$ cat src/rtl/uart_pkg.sv
// Shared types for the UART receive path: parity selection, receiver
// state encoding and the 3-sample majority vote.
package uart_pkg;

   typedef enum logic [1:0] {
      PAR_NONE = 2'd0,
      PAR_EVEN = 2'd1,
      PAR_ODD  = 2'd2
   } parity_t;

   typedef enum logic [2:0] {
      ST_IDLE,
      ST_START,
      ST_DATA,
      ST_PARITY,
      ST_STOP,
      ST_BREAK_WAIT
   } state_t;

   function automatic logic maj3(input logic a, input logic b, input logic c);
      return (a & b) | (a & c) | (b & c);
   endfunction

endpackage

$ cat src/rtl/sync_fifo.sv
// First-word-fall-through FIFO holding received frames with their flags.
// Head outputs read as zero while empty; overrun pulses when a push is lost.
module sync_fifo #(
   parameter int unsigned WIDTH = 10,
   parameter int unsigned DEPTH = 4
) (
   input  logic             clk,
   input  logic             rst,
   input  logic             push,
   input  logic [WIDTH-1:0] push_data,
   input  logic             pop,
   output logic [WIDTH-1:0] head_data,
   output logic             valid,
   output logic             overrun
);

   localparam int unsigned AW = $clog2(DEPTH);

   logic [WIDTH-1:0] mem [DEPTH];
   logic [AW-1:0]    wr_ptr;
   logic [AW-1:0]    rd_ptr;
   logic [AW:0]      count;
   logic             full;
   logic             do_push;
   logic             do_pop;

   assign valid     = (count != '0);
   assign full      = (count == (AW+1)'(DEPTH));
   assign do_pop    = pop & valid;
   // a pop in the same cycle frees the slot, so a full FIFO still accepts
   assign do_push   = push & (~full | do_pop);
   assign head_data = valid ? mem[rd_ptr] : '0;

   // storage write; contents are only observable through the valid-gated head
   always_ff @(posedge clk) begin
      if (do_push) mem[wr_ptr] <= push_data;
   end

   // pointer, occupancy and overrun pulse bookkeeping
   always_ff @(posedge clk or posedge rst) begin
      if (rst) begin
         wr_ptr  <= '0;
         rd_ptr  <= '0;
         count   <= '0;
         overrun <= 1'b0;
      end else begin
         if (do_push) wr_ptr <= wr_ptr + AW'(1);
         if (do_pop)  rd_ptr <= rd_ptr + AW'(1);
         case ({do_push, do_pop})
            2'b10:   count <= count + (AW+1)'(1);
            2'b01:   count <= count - (AW+1)'(1);
            default: count <= count;
         endcase
         overrun <= push & full & ~do_pop;
      end
   end

endmodule

$ cat src/rtl/uart_rx_ext.sv
// UART receiver with 3-sample majority voting, optional parity, 1 or 2
// stop bits, break detection and a FWFT receive FIFO.
module uart_rx_ext
   import uart_pkg::*;
#(
   parameter int unsigned CLOCKS_PER_BAUD = 868,
   parameter int unsigned DATA_BITS       = 8,
   parameter parity_t     PARITY          = PAR_NONE,
   parameter int unsigned STOP_BITS       = 1,
   parameter int unsigned FIFO_DEPTH      = 4
) (
   input  logic                 clk,
   input  logic                 rst,
   input  logic                 rx,
   output logic [DATA_BITS-1:0] data_o,
   output logic                 valid_o,
   input  logic                 ready_i,
   output logic                 parity_err_o,
   output logic                 frame_err_o,
   output logic                 overrun_o,
   output logic                 break_o
);

   localparam int unsigned CW    = $clog2(CLOCKS_PER_BAUD);
   localparam int unsigned WIDTH = DATA_BITS + 2;

   localparam logic [CW-1:0] HALF_LOAD = CW'(CLOCKS_PER_BAUD / 2 - 1);
   localparam logic [CW-1:0] FULL_LOAD = CW'(CLOCKS_PER_BAUD - 1);
   localparam logic [CW-1:0] ONE       = CW'(1);
   localparam logic [3:0]    LAST_BIT  = 4'(DATA_BITS - 1);
   localparam logic          LAST_STOP = 1'(STOP_BITS - 1);

   logic                 rx_meta;
   logic                 rx_sync;
   state_t               state;
   logic [CW-1:0]        cnt;
   logic                 pend;
   logic                 s_a;
   logic                 s_b;
   logic                 bit_v;
   logic [3:0]           bit_cnt;
   logic                 stop_cnt;
   logic [DATA_BITS-1:0] shreg;
   logic                 par_err;
   logic                 frm_err;
   logic                 all_zero;
   logic                 push;
   logic [WIDTH-1:0]     push_word;
   logic                 brk;
   logic [WIDTH-1:0]     head;

   // third sample is the live synchroniser output one clock after centre
   assign bit_v = maj3(s_a, s_b, rx_sync);

   // two-flop synchroniser, idles high
   always_ff @(posedge clk or posedge rst) begin
      if (rst) begin
         rx_meta <= 1'b1;
         rx_sync <= 1'b1;
      end else begin
         rx_meta <= rx;
         rx_sync <= rx_meta;
      end
   end

   // receive state machine: bit timing, sampling, frame assembly and checks.
   // Samples land at cnt==1 and cnt==0; the counter reloads at centre so the
   // resolving cycle (pend) is centre+1 and the next centre is one period on.
   always_ff @(posedge clk or posedge rst) begin
      if (rst) begin
         state     <= ST_IDLE;
         cnt       <= '0;
         pend      <= 1'b0;
         s_a       <= 1'b0;
         s_b       <= 1'b0;
         bit_cnt   <= '0;
         stop_cnt  <= 1'b0;
         shreg     <= '0;
         par_err   <= 1'b0;
         frm_err   <= 1'b0;
         all_zero  <= 1'b0;
         push      <= 1'b0;
         push_word <= '0;
         brk       <= 1'b0;
      end else begin
         push <= 1'b0;
         brk  <= 1'b0;
         case (state)
            ST_IDLE: begin
               if (!rx_sync) begin
                  state <= ST_START;
                  cnt   <= HALF_LOAD;
                  pend  <= 1'b0;
               end
            end
            ST_BREAK_WAIT: begin
               if (!rx_sync)        cnt   <= FULL_LOAD;
               else if (cnt == '0)  state <= ST_IDLE;
               else                 cnt   <= cnt - ONE;
            end
            default: begin
               if (cnt == '0) begin
                  cnt  <= FULL_LOAD;
                  s_b  <= rx_sync;
                  pend <= 1'b1;
               end else begin
                  cnt <= cnt - ONE;
                  if (cnt == ONE) s_a <= rx_sync;
               end
               if (pend) begin
                  pend <= 1'b0;
                  case (state)
                     ST_START: begin
                        if (bit_v) begin
                           state <= ST_IDLE;
                        end else begin
                           state    <= ST_DATA;
                           bit_cnt  <= '0;
                           par_err  <= 1'b0;
                           frm_err  <= 1'b0;
                           all_zero <= 1'b1;
                        end
                     end
                     ST_DATA: begin
                        shreg    <= {bit_v, shreg[DATA_BITS-1:1]};
                        all_zero <= all_zero & ~bit_v;
                        if (bit_cnt == LAST_BIT) begin
                           stop_cnt <= 1'b0;
                           state    <= (PARITY == PAR_NONE) ? ST_STOP : ST_PARITY;
                        end else begin
                           bit_cnt <= bit_cnt + 4'd1;
                        end
                     end
                     ST_PARITY: begin
                        par_err  <= (PARITY == PAR_ODD) ? ~(^shreg ^ bit_v)
                                                        :  (^shreg ^ bit_v);
                        all_zero <= all_zero & ~bit_v;
                        state    <= ST_STOP;
                     end
                     ST_STOP: begin
                        frm_err  <= frm_err | ~bit_v;
                        all_zero <= all_zero & ~bit_v;
                        if (stop_cnt == LAST_STOP) begin
                           if (all_zero & ~bit_v) begin
                              brk   <= 1'b1;
                              state <= ST_BREAK_WAIT;
                              cnt   <= FULL_LOAD;
                           end else begin
                              push      <= 1'b1;
                              push_word <= {frm_err | ~bit_v, par_err, shreg};
                              state     <= ST_IDLE;
                           end
                        end else begin
                           stop_cnt <= stop_cnt + 1'b1;
                        end
                     end
                     default: state <= ST_IDLE;
                  endcase
               end
            end
         endcase
      end
   end

   sync_fifo #(
      .WIDTH(WIDTH),
      .DEPTH(FIFO_DEPTH)
   ) u_fifo (
      .clk      (clk),
      .rst      (rst),
      .push     (push),
      .push_data(push_word),
      .pop      (ready_i),
      .head_data(head),
      .valid    (valid_o),
      .overrun  (overrun_o)
   );

   assign {frame_err_o, parity_err_o, data_o} = head;
   assign break_o = brk;

endmodule

$ cat config.mk
export PLATFORM = sky130hd
export DESIGN_NAME = uart_rx_ext
export DESIGN_NICKNAME = d
export VERILOG_FILES = /design/src/rtl/uart_pkg.sv /design/src/rtl/sync_fifo.sv /design/src/rtl/uart_rx_ext.sv
export SDC_FILE = /design/constraint.sdc
export NUM_CORES = 1
export LEC_CHECK = 0
export BUFFER_PORTS_ARGS = -buffer_cell sky130_fd_sc_hd__buf_2
export CORE_MARGIN = 5
export CORE_UTILIZATION = 40
export CTS_BUF_LIST = sky130_fd_sc_hd__clkbuf_2 sky130_fd_sc_hd__clkbuf_4 sky130_fd_sc_hd__clkbuf_8
export DETAILED_ROUTE_END_ITERATION = 6
export GPL_ROUTABILITY_DRIVEN = 0
export GPL_TIMING_DRIVEN = 0
export SLEW_MARGIN = 20
export SYNTH_ARGS = -nofsm -noshare
export SYNTH_HDL_FRONTEND = slang
export SYNTH_SLANG_ARGS = --single-unit
$ cat constraint.sdc
create_clock -name clk -period 2.2 [get_ports clk]
set_input_delay 0.22 -clock clk [delete_from_list [all_inputs] [get_ports clk]]
set_output_delay 0.22 -clock clk [all_outputs]
set_load 0.005 [all_outputs]
# [After elaboration in Yosys (flattened, before gate mapping)]
# Memories as Yosys holds them, arrays and structs flattened.
# Index checks and enable logic that the tools add are counted.
[word_totals] n_memories=1 out_inout_bits=13 word_cells=141 ff_bits=54 inputBits=4 ram_bits=40
[mem_list] memory="u_fifo.mem" depth=4 width=10 rd=1 rd_clocked_by_memory_dff=0 wr=1 line_no="sync_fifo.sv:19" source="logic [WIDTH-1:0] mem [DEPTH];"
[op_classes] add_sub_neg=7 n_bitwise=21 mux=48 reduce_logical=25 eq_ne=19
[ops] cell="$mux W10" count=9
[ops] cell="$mux W3" count=7
[ops] cell="$pmux W10 S2" count=1
[ops] cell="$mux W1" count=19
[ops] cell="$reduce_and A4 Y1" count=4
[ops] cell="$ne A2 B2 Y1 const B" count=6
[ops] cell="$pmux W3 S2" count=2
[ops] cell="$pmux W3 S4" count=1
[ops] cell="$reduce_bool A2 Y1" count=6
[ops] cell="$eq A10 B1 Y1 const B" count=1
[ops] cell="$logic_not A10 Y1" count=1
[ops] cell="$pmux W1 S2" count=5
[ops] cell="$reduce_and A5 Y1" count=2
[ops] cell="$sub A10 B1 Y10 const B" count=1
[ops] cell="$eq A3 B3 Y1 const B" count=3
[ops] cell="$and A1 B1 Y1" count=8
[ops] cell="$mux W4" count=2
[ops] cell="$not A1 Y1" count=8
[ops] cell="$pmux W4 S2" count=1
[ops] cell="$reduce_xor A8 Y1" count=1
[ops] cell="$eq A3 B2 Y1 const B" count=2
[ops] cell="$reduce_and A2 Y1" count=3
[ops] cell="$reduce_and A3 Y1" count=2
[ops] cell="$reduce_and A6 Y1" count=1
[ops] cell="other kinds (19)" count=24

# [Depth between registers and ports, before layout]
# Gate-level depths: netlist (run 1).
[depth] depth_word=10 mapped_depth=10 depth_no_buf=9

# [Cells and area by module]
# From an unflattened synthesis (run 1), not the netlist that was laid out.
[unflattened] hier_cells=343 area_unflattened_um2=4431.8
[by_module_without_submodules] mod="uart_rx_ext" seq_area_each_um2=1128.6 cells_per_inst=224 n_inst=1 area_per_inst_um2=2356.0
[by_module_without_submodules] mod="sync_fifo" seq_area_each_um2=1401.3 cells_per_inst=119 n_inst=1 area_per_inst_um2=2075.7

# [Worst setup path after synthesis (run 1)]
# Ideal clock, no wire load.
[synth_timing] path_type="register -> register" start="register u_fifo.count[0]" end="register u_fifo.count[2]" stages_incl_launch_ff=11 n_path_buf=1 synth_period_minus_slack_ns=2.031 t_required_ns=2.121 setup_ns=0.079 arrival_ns=1.952 setup_slack_ns=0.169 cell_sequence="dfrtp_1 nor4b_1 nor2b_1 clkbuf_1 inv_1 ha_1 inv_1 fa_1 xor2_1 nor2_1 xor2_1"
[synth_via] elab_chain_len=6 elab_cells_between_ends=12 cone_classes="2 x add/sub; 3 x eq/ne; 1 x mux; 4 x bitwise; 2 x reduce/logical"
[synth_rtl] item="start, declared" line_no="sync_fifo.sv:22" source="logic [AW:0] count;"
[synth_rtl] item="start signal, assigned" line_no="sync_fifo.sv:50" source="2'b10: count <= count + (AW+1)'(1);"
[synth_rtl] item="start signal, assigned" line_no="sync_fifo.sv:51" source="2'b01: count <= count - (AW+1)'(1);"
[synth_rtl] item="start signal, assigned" line_no="sync_fifo.sv:52" source="default: count <= count;"
[synth_rtl] item="$reduce_bool A3 Y1 or $eq A3 B3 Y1 (tied branches)" line_no="sync_fifo.sv:27, sync_fifo.sv:28"
[synth_rtl] item="$and A1 B1 Y1 or $not A1 Y1 (tied branches)" line_no="sync_fifo.sv:29, sync_fifo.sv:31"
[synth_rtl] item="$or A1 B1 Y1" line_no="sync_fifo.sv:31" source="assign do_push = push & (~full | do_pop);"
[synth_rtl] item="$and A1 B1 Y1" line_no="sync_fifo.sv:31"
[synth_rtl] item="$eq A2 B1 Y1 or $eq A2 B2 Y1 (tied branches)" line_no="sync_fifo.sv:49" source="case ({do_push, do_pop})"
[synth_rtl] item="$pmux W3 S2 or $reduce_bool A2 Y1 (tied branches)"
# Several ways; a longest one is shown, not always the timed one.
# A chain may end at the register's enable or synchronous reset.

# [Worst setup path after layout (run 1)]
[layout_timing] start="register rx_sync" end="register cnt[5]"
[layout_via] elab_chain_len=10 elab_cells_between_ends=15 cone_classes="2 x eq/ne; 6 x mux; 6 x bitwise; 1 x reduce/logical"
[layout_rtl] item="start, declared" line_no="uart_rx_ext.sv:34" source="logic rx_sync;"
[layout_rtl] item="start signal, assigned" line_no="uart_rx_ext.sv:62" source="rx_sync <= rx_meta;"
[layout_rtl] item="$and A1 B1 Y1" line_no="uart_pkg.sv:21" source="return (a & b) | (a & c) | (b & c);"
[layout_rtl] item="$or A1 B1 Y1 (2 in series)" line_no="uart_pkg.sv:21"
[layout_rtl] item="$not A1 Y1" line_no="uart_rx_ext.sv:144" source="if (all_zero & ~bit_v) begin"
[layout_rtl] item="$and A1 B1 Y1" line_no="uart_rx_ext.sv:144"
[layout_rtl] item="$mux W10" line_no="uart_rx_ext.sv:144"
[layout_rtl] item="$mux W10" line_no="uart_rx_ext.sv:143" source="if (stop_cnt == LAST_STOP) begin"
[layout_rtl] item="$mux W10" line_no="uart_rx_ext.sv:112" source="case (state)"
[layout_rtl] item="$mux W10" line_no="uart_rx_ext.sv:110" source="if (pend) begin"
[layout_rtl] item="$pmux W10 S2" line_no="uart_rx_ext.sv:88" source="case (state)"
[layout_rtl] item="end signal, assigned" line_no="uart_rx_ext.sv:99" source="else cnt <= cnt - ONE;"
[layout_rtl] item="end signal, assigned" line_no="uart_rx_ext.sv:107" source="cnt <= cnt - ONE;"
[layout_rtl] item="end, declared" line_no="uart_rx_ext.sv:36" source="logic [CW-1:0] cnt;"
# Several ways; a longest one is shown, not always the timed one.

==> summary.md, run 1 <==
| Metric | Value |
|---|---|
| Mapped cell area | 4310 sq um |
| Post-DP Area | 4560 sq um |
| Num rows | 37 |
| ANT nets after route | 0 |
| Status | complete, no violations |
| Worst Hold Class | primary input to flip-flop |
| CP Launch Type | flip-flop |
| Synth area leaders | dfrtp_1, edfxtp_1, mux2_2 |
| Place WS | -0.0308 ns |
| N_diodes | 0 |
| Num CTS Buffers | 9 |
| CP Capture Type | flip-flop |
| First-pass GRT wire length | 12.5 mm |
| Simple-Gate Fraction of Synth Area | 0.130 |
| Worst path arrival time | 2.34 ns |
| Ys Warns | 0 |
| Int Power | 2.45 mW |
| Synth Area in Compound Gates | 0.0749 |
| # IOs | 17 |
| Flops & latches, synth | 93 |
| Synth Flop Type | dfrtp_1 |
| Die Wd | roughly 110 microns |
| Critical Path Source | rx_sync$_DFF_PP1_ |
| Seq pwr share | 0.571 |
| Seq/Total Area, Yosys | 0.587 |
| Worst-path maximum fanout | 7 |
| Pins Over Slew Limit | 0 |
| Largest net degree at the start of global routing | 54 |
| Via/cell ratio | 5.14 |
| Port bufs | 16 |
| Final hold violations | 0 |
| Max Cap Viol | 0 |
| Final-report setup violation count | 0 |
| Final Cycle Share | 0.948 |
| Net Sw Frac | 0.264 |
| Req. time, crit path | between 2 and 2.5 ns |
| Via count | around 2,500 |
| Pwr/cell area | 697 nW/um^2 |
| Worst-path clk slew | 0.09 ns |
| Total grt overflow | 0 |
| Worst clock skew | 0.0112 ns |
| Commonest cells post-synth | dfrtp_1, edfxtp_1, mux2_2 |
| R2r endpoint | cnt[5]$_DFFE_PP0P_ |
| Max Fclk | 0.480 GHz |
| Htree depth | 3 |
| Vert. Die Dim | 114 microns |
| Clk pwr share | 0.314 |
| Drt wl/cell | 14.6 microns |
| Worst Tran Pin Value | 0.659 ns |
| Initial Utilization | 0.414 |
| Layout cells sized above 1 | 0.220 |
| Worst VDD drop | 0.527 mV |
| Async S/R FF share, synth | 0.570 |
| Psw | 0.879 mW |
| First-pass DRT Iterations | 4 |
| RR Startpoint | rx_sync$_DFF_PP1_ |
| Area Overhead vs Synth | 10.9% |
| Clk sinks | 93 |
| Initial antenna violation count | 0 |
| Syn avg cell area | 13.3 sq um |
| Core area | 10,400 sq um |
| Setup crit end | cnt[5]$_DFFE_PP0P_ |
| Total power | 3.33 mW |
| Final wirelength | 7.25 mm |
| Count leader, synth | dfrtp_1 |
| Final Cell Area | 4780 sq um |
| Root buffer cell | clkbuf_8 |
| Post-synth top area share | 0.296 |
| R2r setup slk | 0.12 ns |
| Leak | 2.09 nW |
| Post-Synth XOR/XNOR Area | 0.0366 |
| Reg2reg path depth | 6 |
| Synth Area in Adders | 0.0331 |
| CTS max path bufs | 2 |
| RSZ-0062 raised after global routing | false |
| Synth cell types | 56 |
| Drt first-iter violations | roughly 120 |
| CTS tree | built |
| Synth Instances | 325 |
| Final Net Count | 368 |
| Post-DP HPWL | 5.02 mm |
| DIE AREA | about 13,000 sq um |
| Vias in the first global route | 2,522 |
| Combinational Power Share | 0.115 |
| Clock Latency Late Sink | 0.36 ns |
| Post-route DRC | 0 |
| WS Path Type | flip-flop to flip-flop |
| Number of flops mapped to enable cells by yosys | 40 |
| Mux share of post-synthesis cell area | 0.110 |
| Worst slew margin | 0.561 |
| Fin crit period | 2.08 ns |
| Synthesized net count | about 340 |
| Cell taking the most area after synthesis | dfrtp_1 |
| GRT Resource Usage Total | 0.122 |
| Largest family of logic cells by synthesized area | simple AND/OR/NAND/NOR gates |
| Setup ws final | 0.115 ns |
[flip-flops by register name (all words and copies together) (netlist names)]
name,count
s_b,1
rx_meta,1
bit_cnt,4
u_fifo.overrun,1
u_fifo.rd_ptr,2
break_o,1
frm_err,1
rx_sync,1
u_fifo.count,3
push_word,10
shreg,8
s_a,1
cnt,10
pend,1
u_fifo.wr_ptr,2
u_fifo.mem,40
par_err,1
all_zero,1
push,1
state,3
[worst min path at each step]
stage,depth (start not counted),end,slack [ns],startpoint
floorplan,0,rx_meta$_DFF_PP1_,0.22,rx
global placement,1,rx_meta$_DFF_PP1_,0.33,rx
detailed placement,1,rx_meta$_DFF_PP1_,0.33,rx
CTS,3,u_fifo.overrun$_DFF_PP0_,0.17,ready_i
global route,3,u_fifo.overrun$_DFF_PP0_,0.18,ready_i
finish,3,u_fifo.overrun$_DFF_PP0_,0.19,ready_i
[power by group through the flow]
stage                     clock, mW  combinational [mW]  sequential [mW]
after floorplan                   0               0.299             1.92
after global placement            0               0.375             1.93
after detailed placement          0               0.386             1.94
after CTS                      1.09               0.401             1.90
after global routing           1.17               0.436             1.91
final                          1.05               0.382             1.90
[worst max-delay path, cell delays in order, from the launching register on]
cell,delay [ns]
dfstp_2,0.60
and4b_1,0.36
nand4_4,0.18
and2_4,0.18
buf_6,0.13
mux2_4,0.29
a211o_1,0.26
[cells by family (layout without fill, tap and decap cells)]
kind of cell / after synthesis / in the layout
xor+xnor: 18 / 18
flops: 93 / 93
compound gates: 48 / 48
fa+ha+maj: 11 / 11
buf+inv: 29 / 63
simple gates: 94 / 94
mux: 32 / 32
[layout by cell type, fill, tap and decap left out, types with 5 or more instances in the layout]
cell	netlist	final
inv_1	16	15
o21ai_0	14	14
xnor2_1	11	11
ha_1	9	9
dfrtp_1	51	51
edfxtp_1	40	40
and2_1	19	19
mux4_2	10	10
nand3_1	9	9
buf_2	3	18
mux2_2	20	20
clkbuf_1	8	6
clkbuf_8	0	9
nor3_1	9	9
nand2b_1	5	5
a21oi_1	10	10
nor2_1	17	17
nand2_1	11	11
xor2_1	7	7
[per-layer routing]
metal  vias up  part of all wire  GRT usage
met4         0             0.013     0.0380
met1      1235              0.47      0.155
met5         -                 0          0
met2        43              0.48      0.202
li1       1256                 -          -
met3        11             0.039     0.0340
[layout make-up]
class	count	area [sq um]
multi-input combinational	203	1670
clock inverter	7	56.3
sequential	93	2530
fill	939	5640
inverter	16	62.6
tap	136	170
clock buffer	9	124
buffer	12	60.1
timing repair buffer	19	108
[what timing repair did]
action,in CTS,in global routing
gates resized for setup,3,1
cloned,0,0
hold endpoints to repair,52,0
hold buffers,2,0
pin swaps,0,1
setup buffers,0,1
setup endpoints to repair,10,1
[through the flow]
stage                     hold slack, ns  setup TNS (ns)  utilization  cells
after floorplan                    0.224               0            -    325
after detailed placement           0.327         -0.0308        0.438    477
final                              0.191               0        0.459    495
after global placement             0.326           -2.21        0.438    477
after CTS                          0.168               0        0.458    495
after global routing               0.183               0        0.459    495
No activity file was read; power rests on OpenSTA's default activity.
==> run 2, diff against run 1 <==
--- a/config.mk
+++ b/config.mk
@@ -12,5 +12,5 @@
 export DETAILED_ROUTE_END_ITERATION = 6
 export GPL_ROUTABILITY_DRIVEN = 0
-export GPL_TIMING_DRIVEN = 0
+export GPL_TIMING_DRIVEN = 1
 export SLEW_MARGIN = 20
 export SYNTH_ARGS = -nofsm -noshare
==> constraint.sdc (replaced) <==
create_clock -name clk -period 2.2 [get_ports clk]
set_input_delay 0.22 -clock clk [delete_from_list [all_inputs] [get_ports clk]]
set_output_delay 0.22 -clock clk [all_outputs]
set_load 0.1 [all_outputs]
==> run 2 against run 1 <==
Effect of this change:
- critical endpoint is now data_o[1]
- critical path type is now flip-flop to primary output
- non-clock buffer count increased by 5
- final cell count increased by 1.0%
- register-to-register slack improved by 0.08 ns
- fmax increased by 0.40%
- largest power group unchanged
==> summary.md, run 2 (synthesis gave the netlist of run 1 again) <==
| Metric | Value |
|---|---|
| Num rows | 37 (unchanged) |
| Initial antenna violation count | 0 (unchanged) |
| Post-DP Area | 4650 sq um (+1.9%) |
| ANT nets after route | 0 (unchanged) |
| # Post-CTS Setup Buffers | 0 (unchanged) |
| Post-route DRC | 0 (unchanged) |
| Largest Register | u_fifo.mem |
| Vias in the first global route | 2,626 (+4.1%) |
| Setup ws final | 0.124 ns (+0.00836 ns) |
| Leak | 2.17 nW (+3.4%) |
| RSZ-0062 raised after global routing | true |
| Net Sw Frac | 0.285 (+0.0207) |
| CTS max path bufs | 2 (unchanged) |
| GRT Resource Usage Total | 0.129 (+0.00709) |
| Worst-path clk slew | 0.10 ns (about the same) |
| DIE AREA | 12,900 sq um (unchanged) |
| Largest net degree at the start of global routing | 31 (-43%) |
| Drt wl/cell | 15.0 microns (+2.5%) |
| Int Power | 2.51 mW (+2.4%) |
| Vert. Die Dim | 114 microns (unchanged) |
| Worst path arrival time | 1.86 ns (-0.48 ns) |
| Crit path cell chain | buf_6 > mux4_2 > and2_1 > buf_2 |
| Worst Tran Pin Value | 0.557 ns (-0.101 ns) |
| Via/cell ratio | 5.15 (+0.24%) |
| Core area | 10,400 sq um (unchanged) |
| Psw | 1.00 mW (+14%) |
| Final hold slack | 0.191 ns (+0.000324 ns) |
| Seq pwr share | 0.545 (-0.026) |
| Worst VDD drop | 0.353 mV (-33%) |
| N_diodes | 0 (unchanged) |
| Clock Latency Late Sink | 0.36 ns (about the same) |
| Clk pwr share | 0.324 (+0.010) |
| Num CTS Buffers | 9 (unchanged) |
| Combinational Power Share | 0.131 (+0.016) |
| Pins Over Slew Limit | 0 (unchanged) |
| Final Cell Area | 4880 sq um (+2.2%) |
| CP Launch Type | flip-flop |
| Post-DP HPWL | 5.31 mm (+5.9%) |
| Commonest non-fill, non-tap cell in the layout | dfrtp_1 |
| Fin crit period | 2.08 ns (-0.00836 ns) |
| Most frequent cells in the layout | dfrtp_1, edfxtp_1, mux2_2 |
| Total grt overflow | 0 (unchanged) |
| Worst clock skew | 0.0152 ns (+0.00400 ns) |
| Largest stage delay, worst path | 0.50 ns (-0.10 ns) |
| # IOs | 17 (unchanged) |
| Drt first-iter violations | 139 (+17%) |
| WS Path Type | flip-flop to primary output |
| Layout cells sized above 1 | 0.250 (+0.0299) |
| Area Overhead vs Synth | 13.4% |
| Clk sinks | 93 (unchanged) |
| Max Fclk | 0.482 GHz (+0.40%) |
| Status | complete, no violations |
| Via count | 2,577 (+1.3%) |
| First-pass DRT Iterations | 6 (+2) |
| Top Registers | u_fifo.mem: 40 flops, cnt: 10 flops, push_word: 10 flops |
| CTS tree | built |
| Worst-path maximum fanout | 8 (+1) |
| Max Cap Viol | 0 (unchanged) |
| Die Wd | 114 microns (unchanged) |
| Final wirelength | 7.51 mm (+3.6%) |
| Pwr/cell area | 719 nW/um^2 (+3.1%) |
| Place WS | 0.172 ns (+0.203 ns) |
| Final hold violations | 0 (unchanged) |
| Final Net Count | 373 (+1.4%) |
| Crit-path slowest cell | mux4_2 |
| CP Capture Type | primary output |
| Worst slew margin | 0.628 (+0.0669) |
| Port bufs | 16 (unchanged) |
| Worst Hold Class | primary input to flip-flop |
| Req. time, crit path | 1.98 ns (-0.48 ns) |
| First-pass GRT wire length | 13.4 mm (+6.6%) |
| Max reg flops | 40 (unchanged) |
| Core occupancy in the finished layout | 0.469 (+0.0102) |
| Initial Utilization | 0.414 (unchanged) |
| Root buffer cell | clkbuf_8 |
| Final-report setup violation count | 0 (unchanged) |
| Setup_tns | 0 ns (unchanged) |
| Final Cycle Share | 0.944 (-0.00380) |
| Htree depth | 3 (unchanged) |
run 2: critical path: cells and delay by family, from the launching register on:
kind,cells,cell delay [ns]
buf+inv,2,0.45
flops,1,0.37
mux,1,0.50
simple gates,1,0.16
run 2: routing by layer:
| metal | vias to the layer above | GRT usage | part of all wire |
|---|---|---|---|
| met3 | 6 | 0.0393 | 0.034 |
| met1 | 1286 | 0.166 | 0.45 |
| li1 | 1256 | - | - |
| met4 | 0 | 0.0340 | 0.0099 |
| met2 | 29 | 0.213 | 0.50 |
| met5 | - | 0 | 0 |
run 2: area by class of cell:
cell class | instances | area, sq um
fill | 966 | 5530
multi-input combinational | 203 | 1660
clock buffer | 9 | 124
tap | 136 | 170
sequential | 93 | 2530
inverter | 16 | 60.1
clock inverter | 7 | 76.3
timing repair buffer | 36 | 259
run 2: repair_timing:
action,CTS,global route
setup endpoints to repair,0,12
hold buffers,2,0
gates resized for setup,0,7
hold endpoints to repair,22,0
run 2: power by group through the flow:
stage               combinational (mW)  sequential (mW)  clock, mW
floorplan                        0.353             1.92          0
global placement                 0.448             1.95          0
detailed placement               0.460             1.95          0
CTS                              0.466             1.91       1.18
global route                     0.510             1.93       1.26
finish                           0.459             1.91       1.14
run 2: path summary, 6_finish.rpt:
path	cells after the start	slack [ns]	end	startpoint
max	4	0.12	data_o[1]	u_fifo.rd_ptr[0]$_DFFE_PP0P_
min	3	0.19	u_fifo.overrun$_DFF_PP0_	ready_i
max reg2reg	5	0.20	cnt[4]$_DFFE_PP0P_	rx_sync$_DFF_PP1_
min reg2reg	0	0.36	rx_sync$_DFF_PP1_	rx_meta$_DFF_PP1_
max in group asynchronous	4	1.19	bit_cnt[2]$_DFFE_PP0P_	rst
min in group asynchronous	3	0.45	u_fifo.count[2]$_DFFE_PP0P_	rst
run 2: metrics by stage:
| stage | power, mW | cells |
|---|---|---|
| floorplan | 2.28 | 325 |
| global placement | 2.39 | 482 |
| detailed placement | 2.41 | 482 |
| CTS | 3.56 | 500 |
| global route | 3.70 | 500 |
| finish | 3.51 | 500 |
